===== config.mk =====
export PLATFORM = sky130hd
export DESIGN_NAME = seven_seg_scan_receiver
export DESIGN_NICKNAME = d
export VERILOG_FILES = /design/src/rtl/seven_seg_pkg.sv /design/src/rtl/seg_glyph_decode.sv /design/src/rtl/seven_seg_scan_receiver.sv
export SDC_FILE = /design/constraint.sdc
export NUM_CORES = 1
export LEC_CHECK = 0
export ABC_AREA = 1
export CAP_MARGIN = 25
export CORE_MARGIN = 1
export CORE_UTILIZATION = 35
export DETAILED_ROUTE_END_ITERATION = 10
export GPL_TIMING_DRIVEN = 0
export SLEW_MARGIN = 40
export SYNTH_ARGS = -nofsm -noshare
export SYNTH_HDL_FRONTEND = slang
export SYNTH_SLANG_ARGS = --single-unit

===== constraint.sdc =====
create_clock -name clk -period 2.2 [get_ports clk]
set_clock_uncertainty 0.2 [all_clocks]
set_input_delay 0.22 -clock clk [delete_from_list [all_inputs] [get_ports clk]]
set_output_delay 0.22 -clock clk [all_outputs]
set_load 0.005 [all_outputs]

===== src/rtl/seven_seg_pkg.sv =====
// Shared definitions for the seven-segment scan receiver.
//   - Segment glyph patterns, bit0 = a .. bit6 = g, active-high (segment lit = 1).
//   - FSM state encodings for the scan tracker (IDLE / SETTLE / HOLD).
//   - Decode result struct and small helpers for the position-select bus.
package seven_seg_pkg;

  localparam int NUM_POS = 4;

  localparam logic [6:0] GLYPH_0 = 7'h3F;  // abcdef
  localparam logic [6:0] GLYPH_1 = 7'h06;  // bc
  localparam logic [6:0] GLYPH_2 = 7'h5B;  // abdeg
  localparam logic [6:0] GLYPH_3 = 7'h4F;  // abcdg
  localparam logic [6:0] GLYPH_4 = 7'h66;  // bcfg
  localparam logic [6:0] GLYPH_5 = 7'h6D;  // acdfg
  localparam logic [6:0] GLYPH_6 = 7'h7D;  // acdefg
  localparam logic [6:0] GLYPH_7 = 7'h07;  // abc
  localparam logic [6:0] GLYPH_8 = 7'h7F;  // abcdefg
  localparam logic [6:0] GLYPH_9 = 7'h6F;  // abcdfg
  localparam logic [6:0] GLYPH_A = 7'h77;  // abcefg
  localparam logic [6:0] GLYPH_B = 7'h7C;  // cdefg
  localparam logic [6:0] GLYPH_C = 7'h39;  // adef
  localparam logic [6:0] GLYPH_D = 7'h5E;  // bcdeg
  localparam logic [6:0] GLYPH_E = 7'h79;  // adefg
  localparam logic [6:0] GLYPH_F = 7'h71;  // aefg

  localparam logic [1:0] ST_IDLE   = 2'd0;
  localparam logic [1:0] ST_SETTLE = 2'd1;
  localparam logic [1:0] ST_HOLD   = 2'd2;

  typedef struct packed {
    logic       hit;
    logic [3:0] nibble;
  } glyph_dec_t;

  // Number of asserted position selects (0..4).
  function automatic logic [2:0] sel_count(input logic [NUM_POS-1:0] sel);
    logic [2:0] n;
    n = 3'd0;
    for (int i = 0; i < NUM_POS; i++) begin
      n = n + {2'b00, sel[i]};
    end
    return n;
  endfunction

  // Index of the asserted select bit; only meaningful when exactly one is set.
  function automatic logic [1:0] sel_to_pos(input logic [NUM_POS-1:0] sel);
    logic [1:0] p;
    p = 2'd0;
    for (int i = 0; i < NUM_POS; i++) begin
      if (sel[i]) p = 2'(i);
    end
    return p;
  endfunction

endpackage


===== src/rtl/seg_glyph_decode.sv =====
// Combinational segment-pattern to hex-nibble decoder.
// Ports:
//   pattern  in  7   active-high segments, bit0 = a .. bit6 = g
//   dec      out 5   {hit, nibble}; hit = 0 when the pattern is not a hex glyph
module seg_glyph_decode
  import seven_seg_pkg::*;
(
  input  logic [6:0]  pattern,
  output glyph_dec_t  dec
);

  always_comb begin
    dec = '0;
    case (pattern)
      GLYPH_0: dec = '{hit: 1'b1, nibble: 4'h0};
      GLYPH_1: dec = '{hit: 1'b1, nibble: 4'h1};
      GLYPH_2: dec = '{hit: 1'b1, nibble: 4'h2};
      GLYPH_3: dec = '{hit: 1'b1, nibble: 4'h3};
      GLYPH_4: dec = '{hit: 1'b1, nibble: 4'h4};
      GLYPH_5: dec = '{hit: 1'b1, nibble: 4'h5};
      GLYPH_6: dec = '{hit: 1'b1, nibble: 4'h6};
      GLYPH_7: dec = '{hit: 1'b1, nibble: 4'h7};
      GLYPH_8: dec = '{hit: 1'b1, nibble: 4'h8};
      GLYPH_9: dec = '{hit: 1'b1, nibble: 4'h9};
      GLYPH_A: dec = '{hit: 1'b1, nibble: 4'hA};
      GLYPH_B: dec = '{hit: 1'b1, nibble: 4'hB};
      GLYPH_C: dec = '{hit: 1'b1, nibble: 4'hC};
      GLYPH_D: dec = '{hit: 1'b1, nibble: 4'hD};
      GLYPH_E: dec = '{hit: 1'b1, nibble: 4'hE};
      GLYPH_F: dec = '{hit: 1'b1, nibble: 4'hF};
      default: dec = '0;
    endcase
  end

endmodule


===== src/rtl/seven_seg_scan_receiver.sv =====
// Receiver for a multiplexed 4-digit seven-segment display scan.
// Rebuilds the displayed 16-bit hex word and flags malformed scans.
// Optional feature macro: SEG_DP_CAPTURE_EN (adds the dp output; otherwise digit[7] is ignored).
// Ports:
//   clk          in   1   rising-edge clock
//   reset        in   1   synchronous, active-low
//   digit        in   8   segment pattern, bit0 = a .. bit6 = g, bit7 = dp
//   segment      in   4   position select, bit i = position i (pos0 leftmost)
//   err_clr      in   1   clears sticky error flags
//   value        out  16  last complete frame, pos0 -> [15:12] .. pos3 -> [3:0]
//   frame_valid  out  1   one-cycle pulse when value updates
//   pos_valid    out  4   positions committed in the current frame
//   err_pattern  out  1   sticky: a stable pattern was not a hex glyph
//   err_select   out  1   sticky: more than one position selected
//   dp           out  4   decimal points per position (SEG_DP_CAPTURE_EN only)
module seven_seg_scan_receiver
  import seven_seg_pkg::*;
#(
  parameter int STABLE_CYCLES  = 4,
  parameter bit SEG_ACTIVE_LOW = 1'b1,
  parameter bit SEL_ACTIVE_LOW = 1'b1
) (
  input  logic         clk,
  input  logic         reset,
  input  logic [7:0]   digit,
  input  logic [3:0]   segment,
  input  logic         err_clr,
  output logic [15:0]  value,
  output logic         frame_valid,
  output logic [3:0]   pos_valid,
  output logic         err_pattern,
  output logic         err_select
`ifdef SEG_DP_CAPTURE_EN
  ,
  output logic [3:0]   dp
`endif
);

`ifdef SEG_DP_CAPTURE_EN
  localparam int PAT_W = 8;
`else
  localparam int PAT_W = 7;
`endif
  localparam int CNT_W = $clog2(STABLE_CYCLES + 1);
  localparam logic [CNT_W-1:0] CNT_MAX = CNT_W'(STABLE_CYCLES);
  localparam logic [CNT_W-1:0] CNT_ONE = CNT_W'(1);

  logic [PAT_W-1:0] pat_norm;
  logic [3:0]       sel_norm;

  logic [PAT_W-1:0] samp_pat_q, samp_pat_d, prev_pat_q, prev_pat_d;
  logic [3:0]       samp_sel_q, samp_sel_d, prev_sel_q, prev_sel_d;
  logic [1:0]       state_q, state_d;
  logic [CNT_W-1:0] cnt_q, cnt_d;
  logic [NUM_POS-1:0][3:0] shadow_q, shadow_d;
  logic [3:0]       pos_valid_q, pos_valid_d;
  logic [15:0]      value_q, value_d;
  logic             frame_valid_q, frame_valid_d;
  logic             err_pattern_q, err_pattern_d;
  logic             err_select_q, err_select_d;
`ifdef SEG_DP_CAPTURE_EN
  logic [3:0]       dp_shadow_q, dp_shadow_d;
  logic [3:0]       dp_q, dp_d;
`else
  logic             unused_dp_bit;
  assign unused_dp_bit = digit[7];
`endif

  logic             changed;
  logic             commit;
  logic [2:0]       n_sel;
  logic [1:0]       pos;
  glyph_dec_t       dec;

  // Polarity normalisation: internally everything is active-high.
  assign pat_norm = SEG_ACTIVE_LOW ? ~digit[PAT_W-1:0] : digit[PAT_W-1:0];
  assign sel_norm = SEL_ACTIVE_LOW ? ~segment : segment;

  assign n_sel   = sel_count(samp_sel_q);
  assign pos     = sel_to_pos(samp_sel_q);
  assign changed = (samp_pat_q != prev_pat_q) || (samp_sel_q != prev_sel_q);

  seg_glyph_decode u_decode (
    .pattern (samp_pat_q[6:0]),
    .dec     (dec)
  );

  always_comb begin
    samp_pat_d    = pat_norm;
    samp_sel_d    = sel_norm;
    prev_pat_d    = samp_pat_q;
    prev_sel_d    = samp_sel_q;
    state_d       = state_q;
    cnt_d         = cnt_q;
    shadow_d      = shadow_q;
    pos_valid_d   = pos_valid_q;
    value_d       = value_q;
    frame_valid_d = 1'b0;
    err_pattern_d = err_pattern_q & ~err_clr;
    err_select_d  = err_select_q & ~err_clr;
    commit        = 1'b0;
`ifdef SEG_DP_CAPTURE_EN
    dp_shadow_d   = dp_shadow_q;
    dp_d          = dp_q;
`endif

    // Scan tracking. A fresh single-select sample starts a new stability run;
    // blanking (no select) parks in IDLE.
    if (n_sel >= 3'd2) begin
      err_select_d = 1'b1;
      state_d      = ST_IDLE;
      cnt_d        = '0;
    end else begin
      case (state_q)
        ST_SETTLE: begin
          if (changed) begin
            if (n_sel == 3'd1) begin
              cnt_d = CNT_ONE;
              if (CNT_ONE == CNT_MAX) begin
                commit  = 1'b1;
                state_d = ST_HOLD;
              end else begin
                state_d = ST_SETTLE;
              end
            end else begin
              cnt_d   = '0;
              state_d = ST_IDLE;
            end
          end else begin
            cnt_d = (cnt_q >= CNT_MAX) ? CNT_MAX : cnt_q + CNT_ONE;
            if (cnt_d == CNT_MAX) begin
              commit  = 1'b1;
              state_d = ST_HOLD;
            end
          end
        end
        default: begin
          // IDLE always evaluates; HOLD only once the sample moves.
          if (state_q != ST_HOLD || changed) begin
            if (n_sel == 3'd1) begin
              cnt_d = CNT_ONE;
              if (CNT_ONE == CNT_MAX) begin
                commit  = 1'b1;
                state_d = ST_HOLD;
              end else begin
                state_d = ST_SETTLE;
              end
            end else begin
              cnt_d   = '0;
              state_d = ST_IDLE;
            end
          end
        end
      endcase
    end

    // Frame publish happens the cycle after the last position commits; a
    // commit in that same cycle starts the next frame.
    if (pos_valid_q == 4'hF) begin
      value_d       = {shadow_q[0], shadow_q[1], shadow_q[2], shadow_q[3]};
      frame_valid_d = 1'b1;
      pos_valid_d   = '0;
`ifdef SEG_DP_CAPTURE_EN
      dp_d          = dp_shadow_q;
`endif
    end

    if (commit) begin
      if (dec.hit) begin
        shadow_d[pos]    = dec.nibble;
        pos_valid_d[pos] = 1'b1;
`ifdef SEG_DP_CAPTURE_EN
        dp_shadow_d[pos] = samp_pat_q[7];
`endif
      end else begin
        err_pattern_d = 1'b1;
      end
    end
  end

  always_ff @(posedge clk) begin
    if (!reset) begin
      samp_pat_q    <= '0;
      samp_sel_q    <= '0;
      prev_pat_q    <= '0;
      prev_sel_q    <= '0;
      state_q       <= ST_IDLE;
      cnt_q         <= '0;
      shadow_q      <= '0;
      pos_valid_q   <= '0;
      value_q       <= '0;
      frame_valid_q <= 1'b0;
      err_pattern_q <= 1'b0;
      err_select_q  <= 1'b0;
`ifdef SEG_DP_CAPTURE_EN
      dp_shadow_q   <= '0;
      dp_q          <= '0;
`endif
    end else begin
      samp_pat_q    <= samp_pat_d;
      samp_sel_q    <= samp_sel_d;
      prev_pat_q    <= prev_pat_d;
      prev_sel_q    <= prev_sel_d;
      state_q       <= state_d;
      cnt_q         <= cnt_d;
      shadow_q      <= shadow_d;
      pos_valid_q   <= pos_valid_d;
      value_q       <= value_d;
      frame_valid_q <= frame_valid_d;
      err_pattern_q <= err_pattern_d;
      err_select_q  <= err_select_d;
`ifdef SEG_DP_CAPTURE_EN
      dp_shadow_q   <= dp_shadow_d;
      dp_q          <= dp_d;
`endif
    end
  end

  assign value       = value_q;
  assign frame_valid = frame_valid_q;
  assign pos_valid   = pos_valid_q;
  assign err_pattern = err_pattern_q;
  assign err_select  = err_select_q;
`ifdef SEG_DP_CAPTURE_EN
  assign dp          = dp_q;
`endif

endmodule

==> impl_metrics.ini, run 1 <==
[clock_network]
clockBufferDepth = 2
numCtsBuffers = 9
cts_hold_buf = 0
cts_tree = yes
clk_pin_slew_ps = 70
root_buffer = clkbuf_8
cts.sinks = 66
clk_latency_ps = 340
htreeDepth = 3

[power_and_ir_drop]
ir_drop_mv = 0.276
power.switching_w = 0.000585
swShare_pct = 22.9
power_frac_comb_pct = 8.0
powerDensity_nw_per_um2 = 661
power_leakage_nw = 1.75
clkPwrFrac_pct = 43.5
power.total_w = 0.00255
p_seq_share_pct = 48.5
internal-power_w = 0.00197

[timing]
slew_headroom_pct = 61.2
setup_violations = 12
hold_viol_final = 0
slew_viol_final = 0
worstMarginPinSlew_ps = 578
period_needed_ps = 2260
tns_ps = -212
setup_ws_ps = -60.9
clock.fmax_ghz = 0.442
rsz0062_at_grt = true
final.period_utilization_pct = 103

[die]
io_pins = 38
rows = 33
die-height_um = 94.7
core_area_um2 = 8260
die_area_um2 = 8970
initial_core_util_pct = 36.4
fp.dieW_um = 94.7

[setup_path]
regToRegStartpoint = prev_sel_d[3]
end_kind = flop
r2r_end = pos_valid[2]
ff2ff_setup_slack_ps = -60
crit_required_ps = 2270
reg2reg_depth = 12
critical_path_class = flop to flop
cp.arrival_ps = 2330
worstPathMaxFanout = 5
start_kind = flop

[global_route]
antenna_found_initial = 0
grt_usage_pct = 16.1
grt_first_pass_wirelength_um = 11000
grt_overflow_total = 0
grt_pass1_vias = 2465
grt_max_degree = 12

[flow_run]
drv_cap = 0

[worst_hold_path]
hp-class = input pin to flop
min_from = reset
hold_path_depth = 3
hold_end = value[0]

[placed_design]
gp_congestion = 0.831
portBuffers = 35
dpl.hpwl_um = 4520
place_area_um2 = 3510

[route]
wl_um = 6340
wire_per_inst_um = 11.0
dr.pass1.iters = 4
route.detailed.drc = 0
vias = 2607
avgViaCountPerCell = 4.53
ant_nets = 0
drtIter0Drc = 77

[layout]
n_antenna_cell = 0
nFillCells = 844
drive_above_1_share_pct = 18.0
nNetsFinal = 487
syn2layout_area_growth_pct = 28.3
final_area_um2 = 3860

[logic_synthesis]
synth_warnings = 0
syn_inst = 414
syn-cell-area_um2 = 3010
synth_top_area_cell = dfxtp_1
synth_cell_types = 29
synth_top_area_share_pct = 43.9
synth_nets = 435
synth_seq_cells = 66
ys_seq_area_share_pct = 43.9
synth.avg_cell_area_um2 = 7.27
synth_area_leaders = dfxtp_1 44%, nand2_1 12%, inv_1 8.9%

[outcome]
status = complete, but fails checks
violations = negative setup slack
stage by stage:
stage | hold WS, ps | util, % | worst slack [ps] | instances
6_report | 147 | 46.8 | -60.9 | 576
5_1_grt | 176 | 46.8 | -169 | 576
4_1_cts | 124 | 46.2 | -84.4 | 575
3_5_place_dp | 247 | 42.5 | -168 | 554
3_3_place_gp | 242 | 42.5 | -136 | 554
2_1_floorplan | 92.4 | - | 7.58 | 414
synth_stat cells (all sizes together):
library cell / number
nand2: 100
nor2: 51
o21ai: 19
xnor2: 5
nand4: 24
clkbuf: 8
ha: 5
a21oi: 26
or2: 1
dfxtp: 66
and3: 1
nand3b: 1
nand3: 16
buf: 9
nor3: 5
inv: 75
fa: 1
clkinv: 1
cells by family after synthesis:
kind of cell               Yosys count  share of synthesized area [%]
buffers and inverters               93                           12.5
and+or+nand+nor                    199                           31.9
DFF                                 66                           43.9
xor gates and xnor gates             5                           1.46
adders and majority gates            6                           2.74
AOI/OAI and AO/OA                   45                           7.48
worst max path at each step:
| stage | from | end | slack (ps) |
|---|---|---|---|
| after detailed placement | prev_sel_d[3] | shadow_q[0] | -170 |
| after CTS | prev_sel_d[0] | shadow_q[2] | -80 |
| after floorplan | prev_sel_d[3] | shadow_q[0] | 8 |
| final | prev_sel_d[3] | pos_valid[2] | -60 |
| after global placement | prev_sel_d[3] | shadow_q[0] | -140 |
| after global routing | prev_sel_d[3] | shadow_q[10] | -170 |
registers in the layout, summed over array words and instances (netlist names):
signal       cells
prev_pat_q       7
prev_pat_d       7
value           16
pos_valid        4
cnt_q            3
prev_sel_d       4
err_pattern      1
state_q          2
frame_valid      1
err_select       1
prev_sel_q       4
shadow_q        16
metal layers:
| metal | wire, um | GRT usage (%) | vias to the layer above |
|---|---|---|---|
| met2 | 3010 | 26.1 | 47 |
| met4 | 91 | 8.96 | 0 |
| met1 | 3030 | 19.8 | 1169 |
| li1 | - | - | 1384 |
| met5 | 0 | 0 | - |
| met3 | 209 | 3.22 | 7 |
timing repair:
item,4_1_cts,5_1_grt
endpoints found under the setup margin,21,23
cloned,1,0
gates resized for setup,11,28
pin swaps,26,24
buffers inserted,4,3
hold endpoints to repair,0,0
placed cells by master, fill, tap and decap left out, types with 4 or more instances in the layout:
cell type	synthesis	final
nand3_1	9	9
buf_2	6	4
clkdlybuf4s50_1	0	35
nor2_2	3	6
inv_2	4	19
o21ai_0	19	19
inv_1	71	56
nand2_2	1	10
nand4_1	22	22
clkbuf_1	8	9
a21oi_1	26	24
clkbuf_8	0	10
buf_4	0	5
nand2_1	99	90
nor2_1	45	42
dfxtp_1	66	63
nand3_4	4	4
nor3_1	5	5
xnor2_1	5	5
worst max-delay path: stages, from the launching register on:
cell and delay [ps]:
dfxtp_2 350, inv_2 50, fa_1 540, inv_2 50, ha_4 150, inv_2 50, ha_4 120, inv_2 40
nor2_4 150, buf_8 160, nand3_4 100, buf_6 150, a21oi_2 90
cell type report:
class                      count  area (um2)  share of cell area, %
timing repair buffer          42         419                   10.9
multi-input combinational    255        1390                   35.9
clock inverter                 5        77.6                   2.01
buffer                        16        91.3                   2.37
sequential                    66        1330                   34.4
inverter                      76         285                   7.39
clock buffer                  11         141                   3.66
tap                          105         131                   3.40
power groups by stage:
stage	clock, W	combinational, W	sequential (W)
finish	0.00111	0.000205	0.00124
global placement	0	0.000185	0.00126
floorplan	0	0.000133	0.00126
global route	0.00121	0.000235	0.00124
detailed placement	0	0.000189	0.00126
CTS	0.00115	0.000198	0.00124
(Power assumes the default switching activity.)
==> run 2, diff against run 1 <==
clock period = 2.8 ns   (was 2.2 ns; I/O delays follow)
==> impl_metrics.ini, run 2 (synthesis gave the netlist of run 1 again) <==
[setup_path]
cpMaxStageDelayCell = fa_1
critical_path_class = flop to flop
ff2ff_setup_slack_ps = 260
start_kind = flop
endpoint = shadow_q[10]
worst_path_largest_cell_delay_ps = 490
cp.arrival_ps = 2620
cp-startpoint = prev_sel_d[3]
path_buf_inv = 7
end_kind = flop
r2r_end = shadow_q[10]
worstPathMaxFanout = 10
crit_required_ps = 2880
cp_cell_sequence = buf_2 > inv_1 > fa_1 > inv_1 > ha_1 > inv_1 > ha_1 > inv_1 > nor2_4 > buf_8 > nand3_4 > nand2_1 > inv_1 > nor2_1
path_delay_family = adder cells
reg2reg_depth = 14
cp_common_cell = inv_1
regToRegStartpoint = prev_sel_d[3]
cp_num_cells = 14

[die]
rows = 33
fp.dieW_um = 94.7
initial_core_util_pct = 36.4
io_pins = 38
die_area_um2 = 8970
die-height_um = 94.7
core_area_um2 = 8260

[power_and_ir_drop]
power_frac_comb_pct = 7.1
clkPwrFrac_pct = 44.5
p_seq_share_pct = 48.4
power_leakage_nw = 1.72
power.switching_w = 0.000464
ir_drop_mv = 0.204
powerDensity_nw_per_um2 = 539
swShare_pct = 23.2
internal-power_w = 0.00154

[layout]
nFillCells = 867
n_antenna_cell = 0
drive_above_1_share_pct = 9.68
syn2layout_area_growth_pct = 23.6
layout.cells.most_common_list = 99 x nand2_1, 71 x inv_1, 66 x dfxtp_1
layout_commonest_cell = nand2_1
nNetsFinal = 481
seqCellArea_um2 = 1320
multi_input_area_um2 = 1310

[clock_network]
cts.sinks = 66
clk_latency_ps = 340
htreeDepth = 3
root_buffer = clkbuf_8
post-cts-setup-buffers = 0
cts_hold_buf = 0
post_cts_resized = 0
clk_pin_slew_ps = 70
cts_tree = yes
clockBufferDepth = 2
numCtsBuffers = 9

[outcome]
status = finished, final reports clean

[timing]
setup_ws_ps = 257
clock.fmax_ghz = 0.393
tns_ps = 0
worstMarginPinSlew_ps = 595
slew_viol_final = 0
setup_violations = 0
hold_viol_final = 0
period_needed_ps = 2540
rsz0062_at_grt = false
slew_headroom_pct = 60.0
final.period_utilization_pct = 90.8

[route]
drtIter0Drc = 86
route.detailed.drc = 0
vias = 2558
wire_per_inst_um = 10.6
ant_nets = 0
wl_um = 6040
avgViaCountPerCell = 4.49
dr.pass1.iters = 5

[placed_design]
gp_congestion = 0.802
portBuffers = 35
dpl.hpwl_um = 4480
place_worst_setup_slack_ps = 254

[global_route]
grt_first_pass_wirelength_um = 10400
grt_pass1_vias = 2340
grt_usage_pct = 15.1
grt_max_degree = 13
antenna_found_initial = 0
grt_overflow_total = 0

[flow_run]
drv_cap = 0

[worst_hold_path]
hp-class = input pin to flop
-- run 2: changes by cell type in the layout (fill, tap and decap cells not counted), moves of 3 or more --
cell / before / now
inv_2: 19 / 4
inv_1: 56 / 71
nor2_2: 6 / 3
nand2_1: 90 / 99
dfxtp_1: 63 / 66
nand2_2: 10 / 1
buf_4: 5 / 0
ha_1: 2 / 5
ha_4: 3 / 0
nor2_1: 42 / 45
-- run 2: routing by layer --
layer  GRT usage, %  vias up  wire length, um
li1               -     1373                -
met4           7.20        0               94
met5              0        -                0
met1           17.6     1120             2840
met3           3.86        9              239
met2           25.5       56             2860
-- run 2: how the worst min path moves through the flow --
stage	cells after the start	slack, ps	end	from
4_1_cts	3	200	value[0]	reset
3_3_place_gp	2	240	value[5]	shadow_q[9]
3_5_place_dp	2	250	value[7]	shadow_q[11]
6_report	3	210	value[1]	reset
5_1_grt	3	250	value[2]	reset
2_1_floorplan	1	150	prev_pat_d[0]	digit[0]
-- run 2: power by group through the flow --
stage,Combinational (W),Sequential [W],Clock (W)
after floorplan,0.000101,0.000990,0
after global placement,0.000141,0.000992,0
after detailed placement,0.000143,0.000993,0
after CTS,0.000144,0.000971,0.000918
after global routing,0.000164,0.000973,0.000958
final,0.000142,0.000971,0.000891
-- run 2: worst min-delay path: stages --
cell and delay (ps):
clkbuf_1 230, o21ai_0 150, a21oi_1 50
-- run 2: layout make-up --
cell class                      count  area share, %
Sequential cell                    66           35.5
Multi-Input combinational cell    255           35.3
Timing Repair Buffer               35           9.42
Inverter                           76           7.67
Clock buffer                       10           3.70
Tap cell                          105           3.53
Clock inverter                      6           2.42
Buffer                             17           2.42
-- run 2: through the flow --
step | hold slack [ps] | total power [W] | cell area [um2] | util, % | instances
3_5_place_dp | 247 | 0.00114 | 3490 | 42.3 | 554
5_1_grt | 246 | 0.00209 | 3720 | 45.0 | 570
6_report | 206 | 0.00200 | 3720 | 45.0 | 570
2_1_floorplan | 152 | 0.00109 | 3010 | - | 414
3_3_place_gp | 240 | 0.00113 | 3490 | 42.3 | 554
4_1_cts | 203 | 0.00203 | 3720 | 45.0 | 570
==> RTL change (settings of run 2) <==
The output `frame_valid` loses its register stage (`frame_valid_q` becomes a continuous assignment).
--- a/src/rtl/seven_seg_scan_receiver.sv
+++ b/src/rtl/seven_seg_scan_receiver.sv
@@ -189,7 +189,6 @@
       shadow_q      <= '0;
       pos_valid_q   <= '0;
       value_q       <= '0;
-      frame_valid_q <= 1'b0;
       err_pattern_q <= 1'b0;
       err_select_q  <= 1'b0;
 `ifdef SEG_DP_CAPTURE_EN
@@ -206,7 +205,6 @@
       shadow_q      <= shadow_d;
       pos_valid_q   <= pos_valid_d;
       value_q       <= value_d;
-      frame_valid_q <= frame_valid_d;
       err_pattern_q <= err_pattern_d;
       err_select_q  <= err_select_d;
 `ifdef SEG_DP_CAPTURE_EN
@@ -215,6 +213,8 @@
 `endif
     end
   end
+
+  assign frame_valid_q = frame_valid_d;
 
   assign value       = value_q;
   assign frame_valid = frame_valid_q;
Function: same outputs for any inputs over 10 cycles, from zero or initial values and one cycle with reset low; that may be too few to reach the edited logic, so the function may still have changed.
==> RTL change against run 2 <==
- sequential cell count is 1 lower
- die area is 1.0% lower
- synthesized area is 1.0% lower
- sequential power is 2% lower
- power is 4.9% lower
- worst setup slack worse by 5.5 ps
- non-clock buffer count stayed put
- cell area is 1.3% lower
- routed wire length is 2.6% lower
- largest cell class is now multi-input combinational cells
- largest power group unchanged
==> RTL change: results (changes against run 2) <==
Status
  – Status: finished clean

CTS
  – Clock latency at the later pin of the worst-skew pair: 340 ps (about the same)
  – Clock-pin transition on the worst setup and hold timing paths: 80 ps
  – TritonCTS buffer count: 9 (unchanged)
  – Clock buffer depth: 2 (unchanged)
  – CTS root buffer: clkbuf_8
  – H-tree depth: 3 (unchanged)

STA
  – Slew margin rel.: 0.585 (-0.0148)

GRT
  – Initial antenna violation count: 0 (unchanged)
  – First-pass GRT wire length: 10.0 mm (-3.3%)
  – Total global-route track usage: 0.147 (-0.00361)
  – Largest net degree at the start of global routing: 13 (unchanged)
  – Vias in the first global route: 2219 (-5.2%)

Drt
  – Drt first pass iters: 4 (-1)
  – DRC violation total after the first TritonRoute iteration: 121 (+41%)
  – Total wire length: 5.88 mm (-2.6%)
  – Via Count: 2529 (-1.1%)

Place
  – PortBufs: 35 (unchanged)
  – DP Area: 3460 um2 (-0.90%)
  – HPWL Detailed: 4.45 mm (-0.53%)
  – GPL Wtd Cong: 0.886 (+10%)

Logic synthesis
  – Netlist cell types: 28 (-3.4%)
  – Syn Nets: 433 (-0.46%)
  – Post-synth top cells: 99 x nand2_1, 71 x inv_1, 65 x dfxtp_1
  – Async set or reset register ratio after synthesis: 0 (unchanged)
  – Synth area leaders: dfxtp_1 44%, nand2_1 12%, inv_1 8.9%
  – Yosys warnings: 0 (unchanged)
  – Seq/Total Area, Yosys: 0.437 (-0.00211)

Power
  – Peak supply drop: 0.000299 V (+46%)
  – Static leakage: 1.67 nW (-2.6%)

Layout
  – Share of post-route cells with drive strength above 1: 0.0907 (-0.00606)
  – Fin nets: 479 (-0.42%)
  – N_diodes: 0 (unchanged)
  – Fillers: 852 (-1.7%)

Min path
  – Hold WC Path Type: input pin to flop

Worst setup path
  – Worst EP arrival: 2070 ps (-550 ps)
  – Crit-path max FO: 10 (unchanged)
[RTL change: per-layer routing]
metal,wire (um),vias up,GRT usage,part of all wire
li1,-,1372,-,-
met1,2930,1107,0.182,0.50
met2,2680,43,0.242,0.46
met3,190,7,0.0364,0.032
met4,79,0,0.0603,0.013
met5,0,-,0,0
[RTL change: final cells by class]
type | count | share of cell area
buffer | 17 | 0.0249
tap | 105 | 0.0358
timing repair buffer | 35 | 0.0955
clock inverter | 6 | 0.0181
multi-input combinational | 254 | 0.356
inverter | 76 | 0.0778
sequential | 65 | 0.355
clock buffer | 10 | 0.0375
[RTL change: where the power goes]
| part | leakage (nW) | internal (mW) | total [mW] | switching, mW |
|---|---|---|---|---|
| clock | 0.0949 | 0.436 | 0.806 | 0.369 |
| sequential | 0.529 | 0.944 | 0.956 | 0.0128 |
| combinational | 1.05 | 0.0568 | 0.144 | 0.0868 |
[RTL change: final timing paths]
path	from	to	slack, ps	cells past startpoint
max reg2reg	prev_sel_d[3]$_SDFF_PN0_	shadow_q[3]$_SDFFE_PN0P_	280	14
max	pos_valid[2]$_SDFF_PN0_	frame_valid	250	4
min	reset	value[2]$_SDFFE_PN0P_	150	3
min reg2reg	prev_sel_d[0]$_SDFF_PN0_	prev_sel_q[0]$_SDFF_PN0_	250	2
[RTL change: repair_timing]
action / CTS / global route
setup endpoints to repair: 0 / 4
gates resized for setup: 0 / 2
buffers inserted: 0 / 0
[RTL change: stage by stage]
stage                      util  hold slack, ps  std cells  total power, mW  worst slack [ps]
final                     0.446             147        568             1.91               252
after global routing      0.446             192        568             2.00              47.1
after CTS                 0.446             130        568             1.94               185
after detailed placement  0.421             245        552             1.12               193
after global placement    0.421             239        552             1.12               249
after floorplan               -             152        412             1.08               482
[RTL change: worst max-delay path, cell delays in order, from the launching register on]
cell and delay, ps:
dfxtp_1 360, nand4_1 190, inv_1 200, buf_1 400, clkdlybuf4s50_1 590
[RTL change: cells by family after synthesis]
group / Yosys count / synth area share
buffers and inverters: 93 / 0.126
DFF: 65 / 0.437
xor gates and xnor gates: 5 / 0.0147
adders and majority gates: 6 / 0.0277
and+or+nand+nor: 198 / 0.319
AOI/OAI and AO/OA: 45 / 0.0756
